$ cat config.mk
export PLATFORM = sky130hd
export DESIGN_NAME = inst_fetch_ctrl
export DESIGN_NICKNAME = d
export VERILOG_FILES = /design/src/rtl/inst_fetch_ctrl.sv
export SDC_FILE = /design/constraint.sdc
export NUM_CORES = 1
export LEC_CHECK = 0
export BUFFER_PORTS_ARGS = -buffer_cell sky130_fd_sc_hd__buf_4
export CAP_MARGIN = 20
export CORE_MARGIN = 1
export CORE_UTILIZATION = 55
export CTS_CLUSTER_DIAMETER = 30
export DETAILED_ROUTE_END_ITERATION = 10
export GPL_TIMING_DRIVEN = 0
export PLACE_DENSITY = 0.8
export REMOVE_ABC_BUFFERS = 1
export SYNTH_ARGS = -nofsm -noshare
export SYNTH_HDL_FRONTEND = slang
export SYNTH_SLANG_ARGS = --single-unit
$ cat constraint.sdc
create_clock -name clk -period 2.5 [get_ports clk]
set_input_delay 0.125 -clock clk [delete_from_list [all_inputs] [get_ports clk]]
set_output_delay 0.125 -clock clk [all_outputs]
set_load 0.01 [all_outputs]
$ cat src/rtl/inst_fetch_ctrl.sv
// inst_fetch_ctrl
//   Instruction-side memory controller for the IF stage. On a fetch request it
//   reads four bytes from the byte-wide unified RAM port (data side has
//   priority, so each read waits for mem_grant_i) and assembles a
//   little-endian 32-bit instruction. done_o pulses for one cycle when
//   inst_o/pc_o are updated; the IF stage stalls while done_o is low.
//
//   Optional feature: define ICACHE_EN to place a direct-mapped,
//   one-word-per-line instruction cache (2**ICACHE_INDEX_W lines) in front
//   of the RAM port. Without it every fetch goes to RAM.
//
// Ports
//   clk          system clock, rising edge
//   rst          synchronous active-high reset
//   pc_i         fetch address (bits [1:0] ignored)
//   req_i        fetch request, sampled only while idle
//   flush_i      abort the in-progress fetch
//   mem_grant_i  RAM port granted to the instruction side this cycle
//   mem_a_o      RAM byte address
//   mem_rd_o     RAM read strobe
//   mem_din_i    RAM read data, valid the cycle after a granted read
//   pc_o         word address of inst_o
//   inst_o       fetched instruction
//   done_o       1 = inst_o valid this cycle, 0 = busy
module inst_fetch_ctrl #(
    parameter int ICACHE_INDEX_W = 6
) (
    input  logic        clk,
    input  logic        rst,
    input  logic [31:0] pc_i,
    input  logic        req_i,
    input  logic        flush_i,
    input  logic        mem_grant_i,
    output logic [31:0] mem_a_o,
    output logic        mem_rd_o,
    input  logic [7:0]  mem_din_i,
    output logic [31:0] pc_o,
    output logic [31:0] inst_o,
    output logic        done_o
);

    typedef enum logic {
        S_IDLE  = 1'b0,
        S_FETCH = 1'b1
    } state_t;

    localparam logic [31:0] NOP = 32'h0000_0013;

    state_t      r_state;
    logic [29:0] r_pc_word;
    logic [2:0]  r_issue_cnt;
    logic [2:0]  r_recv_cnt;
    logic        r_pend_v;
    logic [1:0]  r_pend_idx;
    logic [31:0] r_buf;
    logic [31:0] r_mem_a;
    logic        r_mem_rd;
    logic [31:0] r_pc;
    logic [31:0] r_inst;
    logic        r_done;

    logic        w_issue;
    logic [2:0]  w_issue_nxt;
    logic        w_last;
    logic        w_hit;
    logic [31:0] w_hit_data;
    logic [31:0] w_word;
    logic [1:0]  w_unused_pc_lo;

    assign w_unused_pc_lo = pc_i[1:0];

    // r_mem_rd is high exactly while issue_cnt < 4 in FETCH
    assign w_issue     = (r_state == S_FETCH) && r_mem_rd && mem_grant_i;
    assign w_issue_nxt = r_issue_cnt + 3'd1;
    // reads return in order, so the fourth received byte is byte 3
    assign w_last      = (r_state == S_FETCH) && r_pend_v && (r_recv_cnt == 3'd3);

    // buffer with the byte arriving this cycle merged in
    always_comb begin
        w_word = r_buf;
        case (r_pend_idx)
            2'd0:    w_word[7:0]   = mem_din_i;
            2'd1:    w_word[15:8]  = mem_din_i;
            2'd2:    w_word[23:16] = mem_din_i;
            default: w_word[31:24] = mem_din_i;
        endcase
    end

`ifdef ICACHE_EN
    localparam int LINES = 1 << ICACHE_INDEX_W;
    localparam int TAG_W = 30 - ICACHE_INDEX_W;

    logic [TAG_W-1:0]          r_tag  [LINES];
    logic [31:0]               r_data [LINES];
    logic [LINES-1:0]          r_valid;
    logic [ICACHE_INDEX_W-1:0] w_req_idx;
    logic [ICACHE_INDEX_W-1:0] w_fill_idx;
    logic [TAG_W-1:0]          w_req_tag;
    logic [TAG_W-1:0]          w_fill_tag;
    logic                      w_fill;

    assign w_req_idx  = pc_i[ICACHE_INDEX_W+1:2];
    assign w_req_tag  = pc_i[31:ICACHE_INDEX_W+2];
    assign w_fill_idx = r_pc_word[ICACHE_INDEX_W-1:0];
    assign w_fill_tag = r_pc_word[29:ICACHE_INDEX_W];
    assign w_hit      = r_valid[w_req_idx] && (r_tag[w_req_idx] == w_req_tag);
    assign w_hit_data = r_data[w_req_idx];
    // a flush in the completion cycle cancels the fill along with done_o
    assign w_fill     = w_last && !flush_i;

    always_ff @(posedge clk) begin
        if (rst) begin
            r_valid <= '0;
        end else if (w_fill) begin
            r_valid[w_fill_idx] <= 1'b1;
        end
    end

    always_ff @(posedge clk) begin
        if (w_fill) begin
            r_tag[w_fill_idx]  <= w_fill_tag;
            r_data[w_fill_idx] <= w_word;
        end
    end
`else
    logic [31:0] w_unused_cfg;

    assign w_unused_cfg = ICACHE_INDEX_W;
    assign w_hit        = 1'b0;
    assign w_hit_data   = '0;
`endif

    always_ff @(posedge clk) begin
        if (rst) begin
            r_state     <= S_IDLE;
            r_pc_word   <= '0;
            r_issue_cnt <= '0;
            r_recv_cnt  <= '0;
            r_pend_v    <= 1'b0;
            r_pend_idx  <= '0;
            r_buf       <= '0;
            r_mem_a     <= '0;
            r_mem_rd    <= 1'b0;
            r_pc        <= '0;
            r_inst      <= NOP;
            r_done      <= 1'b0;
        end else begin
            r_done <= 1'b0;
            case (r_state)
                S_IDLE: begin
                    if (req_i && !flush_i) begin
                        if (w_hit) begin
                            r_inst <= w_hit_data;
                            r_pc   <= {pc_i[31:2], 2'b00};
                            r_done <= 1'b1;
                        end else begin
                            r_pc_word   <= pc_i[31:2];
                            r_issue_cnt <= '0;
                            r_recv_cnt  <= '0;
                            r_pend_v    <= 1'b0;
                            r_mem_rd    <= 1'b1;
                            r_mem_a     <= {pc_i[31:2], 2'b00};
                            r_state     <= S_FETCH;
                        end
                    end
                end
                S_FETCH: begin
                    if (flush_i) begin
                        r_pend_v <= 1'b0;
                        r_mem_rd <= 1'b0;
                        r_state  <= S_IDLE;
                    end else begin
                        // issue side: address advances only on a granted read
                        r_pend_v <= w_issue;
                        if (w_issue) begin
                            r_issue_cnt <= w_issue_nxt;
                            r_pend_idx  <= r_issue_cnt[1:0];
                            if (w_issue_nxt[2]) begin
                                r_mem_rd <= 1'b0;
                            end else begin
                                r_mem_a <= {r_pc_word, w_issue_nxt[1:0]};
                            end
                        end
                        // receive side: independent of this cycle's grant
                        if (r_pend_v) begin
                            r_buf      <= w_word;
                            r_recv_cnt <= r_recv_cnt + 3'd1;
                        end
                        if (w_last) begin
                            r_inst  <= w_word;
                            r_pc    <= {r_pc_word, 2'b00};
                            r_done  <= 1'b1;
                            r_state <= S_IDLE;
                        end
                    end
                end
                default: r_state <= S_IDLE;
            endcase
        end
    end

    assign mem_a_o  = r_mem_a;
    assign mem_rd_o = r_mem_rd;
    assign pc_o     = r_pc;
    assign inst_o   = r_inst;
    assign done_o   = r_done;

endmodule

**Yosys cells after proc, flatten, opt, wreduce, memory -nomap -nowiden**

Cells that the tools add are included.

- Input bits: 45
- Flip-flop bits (word level): 170

- Equal/unequal tests: 11
- Bitwise gates (word level): 2
- Reductions and logical operators: 16
- Mux-type cells: 37
- Add/sub/neg operators: 2

Operator list:

| operator | number |
|---|---|
| $mux W32 | 10 |
| $pmux W32 S2 | 1 |
| $mux W8 | 4 |
| $reduce_and A3 Y1 | 6 |
| $mux W3 | 5 |
| $pmux W3 S2 | 2 |
| $mux W1 | 11 |
| $pmux W1 S2 | 4 |
| $add A3 B1 Y3 const B | 2 |
| $ne A2 B1 Y1 const B | 3 |
| $ne A2 B2 Y1 const B | 3 |
| $ne A3 B2 Y1 const B | 2 |
| $logic_and A1 B1 Y1 | 5 |
| $reduce_and A4 Y1 | 1 |
| $eq A3 B2 Y1 const B | 1 |
| $reduce_or A3 Y1 | 1 |
| $eq A2 B1 Y1 const B | 1 |
| $eq A2 B2 Y1 const B | 1 |
| $logic_not A2 Y1 | 1 |
| $not A1 Y1 | 2 |
| $reduce_and A2 Y1 | 1 |
| $logic_not A1 Y1 | 1 |

**Depth between registers and ports, before layout**

Gate-level depths: netlist of run 1.

- Depth after elaboration: 6
- Mapped depth: 8
- Depth with buffers taken out: 5

**Least setup slack after synthesis of run 1**

Ideal clock, no wire load.

- Kind: flip-flop to flip-flop
- From: register r_recv_cnt[0]
- To: register r_pc[17], in the netlist pc_o[17]
- Data required time: 2368 ps
- Arrival time: 1410 ps
- Path slack: 957 ps
- Cell stages (with the launch flop): 9
- Path buffers: 3
- Clock period less this slack: 1543 ps
- Cells stage by stage: dfxtp_1 -> ha_1 -> ha_1 -> and4b_1 -> buf_4 -> buf_4 -> buf_4 -> nand2_1 -> a21oi_1

- Word-level cells in the longest chain between the ends: 4

RTL lines:

| item | line | RTL |
|---|---|---|
| from (decl) | 52 | `logic [2:0] r_recv_cnt;` |
| from (signal assigned) | 187 | `r_recv_cnt <= r_recv_cnt + 3'd1;` |
| $eq A3 B2 Y1 | 76 | `assign w_last = (r_state == S_FETCH) && r_pend_v && (r_recv_cnt == 3'd3);` |
| $logic_and A1 B1 Y1 | 76 |  |
| $ne A2 B1 Y1 (no source line) | -- |  |
| $reduce_and A3 Y1 (no source line) | -- |  |
| to (signal assigned) | 154 | `r_pc <= {pc_i[31:2], 2'b00};` |
| to (signal assigned) | 191 | `r_pc <= {r_pc_word, 2'b00};` |
| to (decl) | 58 | `logic [31:0] r_pc;` |

Every way passes these cells.
A chain may end at the register's enable or synchronous reset.

**Worst setup path after layout of run 1**

- From: register r_pend_idx[1]
- To: register r_inst[23], in the netlist inst_o[23]

- Word-level cells in the longest chain between the ends: 5

RTL lines:

| item | line | RTL |
|---|---|---|
| from (decl) | 54 | `logic [1:0] r_pend_idx;` |
| from (signal assigned) | 177 | `r_pend_idx <= r_issue_cnt[1:0];` |
| $eq A2 B2 Y1 | 81 | `case (r_pend_idx)` |
| $mux W8 | 81 |  |
| $mux W32 | 189 | `if (w_last) begin` |
| $mux W32 | 168 | `if (flush_i) begin` |
| $mux W32 | 149 | `case (r_state)` |
| to (signal assigned) | 153 | `r_inst <= w_hit_data;` |
| to (signal assigned) | 190 | `r_inst <= w_word;` |
| to (decl) | 59 | `logic [31:0] r_inst;` |

Every way passes these cells. The select of a mux whose other input is x is not followed.

==> reports/metrics.yaml, run 1 <==
worstPathArrival_ns: 2.64
finalSetupViolations: 0
num_antenna_cells: 0
overflow: 0
grt.total_usage_pct: 27.2
die_height_um: 116
tightest_slew_ns: 1.03
min_from: "mem_grant_i"
synth.area.top_cells: "dfxtp_1 (47%), nand2_1 (7.6%), a21oi_1 (7.2%)"
status: "finished clean"
cts_sinks: 168
routabilityCongestion: 0.744
drv_cap: 0
die_area_sq_um: 13400
ctsLongestPathBuffers: 2
areaGrowthSynthToFinish_pct: 28.2
syn_avg_cell_area_sq_um: 8.89
ys_types: 43
worstSetupPathType: "register to register"
layout_common_cells: "dfxtp_1 (167), nand2_1 (143), buf_4 (138), a21oi_1 (102), a211oi_1 (48)"
drt-wirelength-per-cell_um: 16.1
layout-drive-gt1-share_pct: 23.7
num_vias: 6258
dp_hpwl_um: 10500
grt_pass1_wl_um: 28500
yosysTopAreaCell: "dfxtp_1"
final_core_util_pct: 72.1
max-vdd-ir-drop_mv: 0.462
start_kind: "register"
critical_path.top_delay_family: "simple AND/OR/NAND/NOR gates"
ys_ff_latch: 168
cpMaxStageDelayCell: "nor2b_1"
cp_data_required_time_ns: 2.83
clk_latency_ns: 0.43
slew_violations: 0
clock-skew-final_ns: 0.00852
grt_pass1_vias: 5868
hold_path.class: "primary input to register"
die_w_um: 116
drt_iter0_drc: 412
syn_area_sq_um: 7100
crit_buf_inv: 0
grt_max_degree: 97
port_buffers: 138
cp_slowest_stage_delay_ns: 0.90
root_buffer: "clkbuf_16"
period_minus_slack_ns: 2.31
drc: 0
rsz0062_at_grt: "no"
ys.warnings.count: 0
syn_inst: 799
p_leak_uw: 0.00332
dpl_cell_area_sq_um: 8180
cts_tree: "built"
critPathLaunch: "r_pend_idx[1]"
yosysTopAreaCellShare_pct: 47.4
crit_fanout: 25
num_rows: 41
core_area_sq_um: 12600
nets: 965
synth-seq-area-share_pct: 47.4
start_util_pct: 56.3
route.antenna.remaining_nets: 0
p_per_area_nw_per_um2: 650
fillers: 1008
layout_commonest_cell: "dfxtp_1"
antenna_found_initial: 0
vias_per_cell: 5.68
hold_violations: 0
clk_pin_slew_worst_paths_ns: 0.06
r2r_start: "r_pend_idx[1]"
postRouteWirelength_um: 17700
path_cells: "nor2b_1 > mux2i_1 > a211oi_1"
fin_area_sq_um: 9100
htree_levels: 4
io_pins: 143
slew_headroom_pct: 31.4
cts_buffers: 17
firstDrtPassIters: 4
cp-end-kind: "register"
fmax_ghz: 0.433
min_period_over_period_pct: 92.4
## metal layers
metal	routed length (um)	vias up	track usage, %	share of wire, %
met3	1290	31	8.58	7.3
li1	-	3068	-	-
met1	7400	2946	31.7	42
met5	0	-	0	0
met4	275	0	10.8	1.6
met2	8730	213	46.4	49
## flip-flops by register name, summed over array words and instances, names as in the netlist
register	count
r_state	1
r_pend_v	1
mem_a_o	32
done_o	1
inst_o	32
r_pc_word	30
mem_rd_o	1
r_recv_cnt	3
r_pend_idx	2
r_issue_cnt	3
pc_o	30
r_buf	32
## cell type report
class	instances	area, sq um	area share [%]
Clock buffer	22	464	5.10
Clock inverter	10	125	1.37
Inverter	2	7.51	0.0825
Multi-Input combinational cell	545	3300	36.3
Sequential cell	168	3360	37.0
Tap cell	172	215	2.36
Timing Repair Buffer	183	1630	17.9
## Yosys cell counts (all sizes together)
| cell type | instances |
|---|---|
| a31oi | 1 |
| or3b | 2 |
| xnor2 | 1 |
| nand2b | 3 |
| xor2 | 1 |
| nand3 | 46 |
| o21ai | 39 |
| nand3b | 3 |
| mux2i | 46 |
| buf | 47 |
| nor3b | 2 |
| nor3 | 4 |
| and3b | 1 |
| or3 | 1 |
| or2 | 1 |
| nor4bb | 1 |
| o311ai | 3 |
| ha | 3 |
| nand2 | 143 |
| a311oi | 13 |
| inv | 2 |
| dfxtp | 168 |
| a21oi | 102 |
| nor2 | 36 |
| and4b | 2 |
| conb | 1 |
| a211oi | 78 |
| nor2b | 3 |
| clkbuf | 38 |
| mux2 | 1 |
| o211ai | 2 |
| a21o | 1 |
| nand4b | 3 |
| and2 | 1 |
## report_power, final
part	switching, uW	internal, uW	total (uW)
Clock	1030	1610	2640
Sequential	45.2	2740	2780
Combinational	258	236	494
Total	1330	4580	5920
## tightest hold or removal path, stage by stage
cell and delay [ns]:
buf_4 0.11, a21o_1 0.10, a211oi_1 0.06
## repair_timing
item                                   4_1_cts  5_1_grt
hold buffers                                33        0
endpoints found under the hold margin       34        0
buffers inserted                             0        0
gates resized for setup                      0        0
## metrics by stage
step           hold WS, ns  power [uW]  worst slack [ns]  setup TNS [ns]  cells
5_1_grt             0.0138        6100            0.0657               0   1102
2_1_floorplan        0.190        3030             -1.55         -127.88    715
3_5_place_dp         0.391        3290             0.260               0   1036
4_1_cts           0.000749        5940             0.236               0   1101
6_report            0.0148        5920             0.190               0   1102
3_3_place_gp         0.383        3250             -3.29         -349.34   1025
## final timing paths
kind / cells after the start / slack, ns / endpoint
worst max-delay path: 3 / 0.19 / inst_o[23]
worst min-delay path: 3 / 0.01 / mem_rd_o
worst max register to register: 3 / 0.19 / inst_o[23]
worst min register to register: 2 / 0.45 / pc_o[21]
## logic make-up after synthesis
kind of cell,after synthesis,share of synthesized area (%)
and+or+nand+nor,252,16.0
AOI/OAI and AO/OA,239,22.7
DFF,168,47.4
buffers and inverters,87,6.50
muxes,47,6.64
adders and majority gates,3,0.529
xor gates and xnor gates,2,0.247
other,1,0.0528
Power figures use the tool's default switching activity.
==> inputs of run 2 (changes only) <==
==> constraint.sdc (replaced) <==
create_clock -name clk -period 2.4 [get_ports clk]
set_input_delay 0.12 -clock clk [delete_from_list [all_inputs] [get_ports clk]]
set_output_delay 0.12 -clock clk [all_outputs]
set_load 0.01 [all_outputs]
==> run 2 against run 1 <==
Compared with the run above: combinational power is 5.5% higher; via count up 0.53%; non-clock buffer count grew 4; critical path depth stayed put; fmax increased by 4.0%; register-to-register slack about the same; clock power is 5% higher.
==> reports/metrics.yaml, run 2 (same netlist as run 1, synthesis figures left out) <==
ctsLongestPathBuffers: 2
grt_pass1_wl_um: 28600
layout_commonest_cell: "dfxtp_1"
worstSetupPathType: "register to register"
r2r-end: "inst_o[12]"
layout_common_cells: "dfxtp_1 (167), nand2_1 (143), buf_4 (138), a21oi_1 (102), a211oi_1 (48)"
start_kind: "register"
hold_violations: 0
routabilityCongestion: 0.744
cp_slowest_stage_delay_ns: 0.88
fin_tns_setup_ns: 0
port_buffers: 138
drt-wirelength-per-cell_um: 16.1
cp-end-kind: "register"
layout-drive-gt1-share_pct: 23.7
overflow: 0
period_minus_slack_ns: 2.22
grt.total_usage_pct: 27.3
power_uw: 6170
clk_latency_ns: 0.43
post_cts_buffers: 0
slew_violations: 0
postRouteWirelength_um: 17800
critical_path.top_delay_family: "flip-flops"
areaGrowthSynthToFinish_pct: 28.8
grt_pass1_vias: 5905
worstPathArrival_ns: 2.55
ff2ff_setup_slack_ns: 0.18
drv_cap: 0
hold_path.class: "primary input to register"
drc: 0
route.antenna.remaining_nets: 0
num_antenna_cells: 0
grt_max_degree: 97
crit_buf_inv: 0
tightest_slew_ns: 0.981
dp_worst_setup_slack_ns: 0.160
cts_sinks: 168
path_cells: "nor2b_1 > mux2i_1 > a211oi_1"
cpMaxStageDelayCell: "dfxtp_1"
crit_end: "inst_o[12]"
p_seq_share_pct: 46.9
clock-skew-final_ns: 0.00859
finalSetupViolations: 0
rsz0062_at_grt: "no"
cts_tree: "built"
cp_data_required_time_ns: 2.73
die_height_um: 116
r2r_start: "r_pend_idx[0]"
p_int_uw: 4780
cts_buffers: 17
antenna_found_initial: 0
num_rows: 41
p_per_area_nw_per_um2: 675
rr_worst_depth: 3
nets: 969
min_period_over_period_pct: 92.5
clkPwrFrac_pct: 44.6
drt_iter0_drc: 370
root_buffer: "clkbuf_16"
fillers: 999
clk_pin_slew_worst_paths_ns: 0.06
critPathLaunch: "r_pend_idx[0]"
crit_fanout: 25
fin_ws_ns: 0.179
p_leak_uw: 0.00334
die_area_sq_um: 13400
slew_headroom_pct: 34.3
status: "finished clean"
fmax_ghz: 0.450
max-vdd-ir-drop_mv: 0.483
die_w_um: 116
vias_per_cell: 5.69
comb_power_share_pct: 8.4
num_vias: 6291
cp.depth: 3
firstDrtPassIters: 5
switching_power_uw: 1400
htree_levels: 4
dp_hpwl_um: 10500
core_area_sq_um: 12600
io_pins: 143
switching_share_pct: 22.6
start_util_pct: 56.3
[run 2: how the worst min path moves through the flow]
stage,to,startpoint,depth (start not counted)
5_1_grt,r_buf[30],mem_din_i[6],3
6_report,r_buf[16],mem_din_i[0],3
3_3_place_gp,r_pc_word[12],pc_i[14],3
4_1_cts,r_buf[16],mem_din_i[0],3
3_5_place_dp,r_pc_word[23],pc_i[25],3
2_1_floorplan,mem_a_o[10],rst,1
[run 2: worst reg2reg max path, cell delays in order, from the launching register on]
cell      delay [ns]
dfxtp_1         0.88
nor2b_1         0.82
mux2i_1         0.17
a211oi_1        0.27
[run 2: through the flow]
step / utilization [%] / hold slack (ns) / instance area, sq um / instances
6_report: 72.5 / 0.0114 / 9150 / 1106
5_1_grt: 72.5 / 0.0138 / 9150 / 1106
4_1_cts: 72.4 / 0.000505 / 9140 / 1105
3_5_place_dp: 64.8 / 0.386 / 8180 / 1036
3_3_place_gp: 62.6 / 0.378 / 7900 / 1025
2_1_floorplan: - / 0.185 / 6650 / 715
[run 2: area by class of cell]
cell class	count	area, sq um	share of cell area [%]
clock buffer	22	464	5.07
clock inverter	10	125	1.37
inverter	2	7.51	0.0821
multi-input combinational	545	3310	36.1
sequential	168	3360	36.8
tap	172	215	2.35
timing repair buffer	187	1670	18.2
[run 2: per-layer routing]
| layer | routed length, um | share of wire [%] | global-route usage (%) |
|---|---|---|---|
| met4 | 303 | 1.7 | 10.8 |
| met3 | 1290 | 7.2 | 8.58 |
| met5 | 0 | 0 | 0 |
| met1 | 7500 | 42 | 31.8 |
| met2 | 8740 | 49 | 46.7 |
[run 2: power by group through the flow]
stage                     clock network (uW)  logic [uW]  registers [uW]
after floorplan                            0         185            2970
after global placement                     0         421            2970
after detailed placement                   0         466            2960
after CTS                               2780         517            2900
after global routing                    2900         561            2900
final                                   2760         521            2900
[run 2: what timing repair did]
item / 4_1_cts / 5_1_grt
gates resized for setup: 0 / 1
endpoints found under the hold margin: 41 / 0
setup endpoints to repair: 0 / 4
hold buffers: 37 / 0
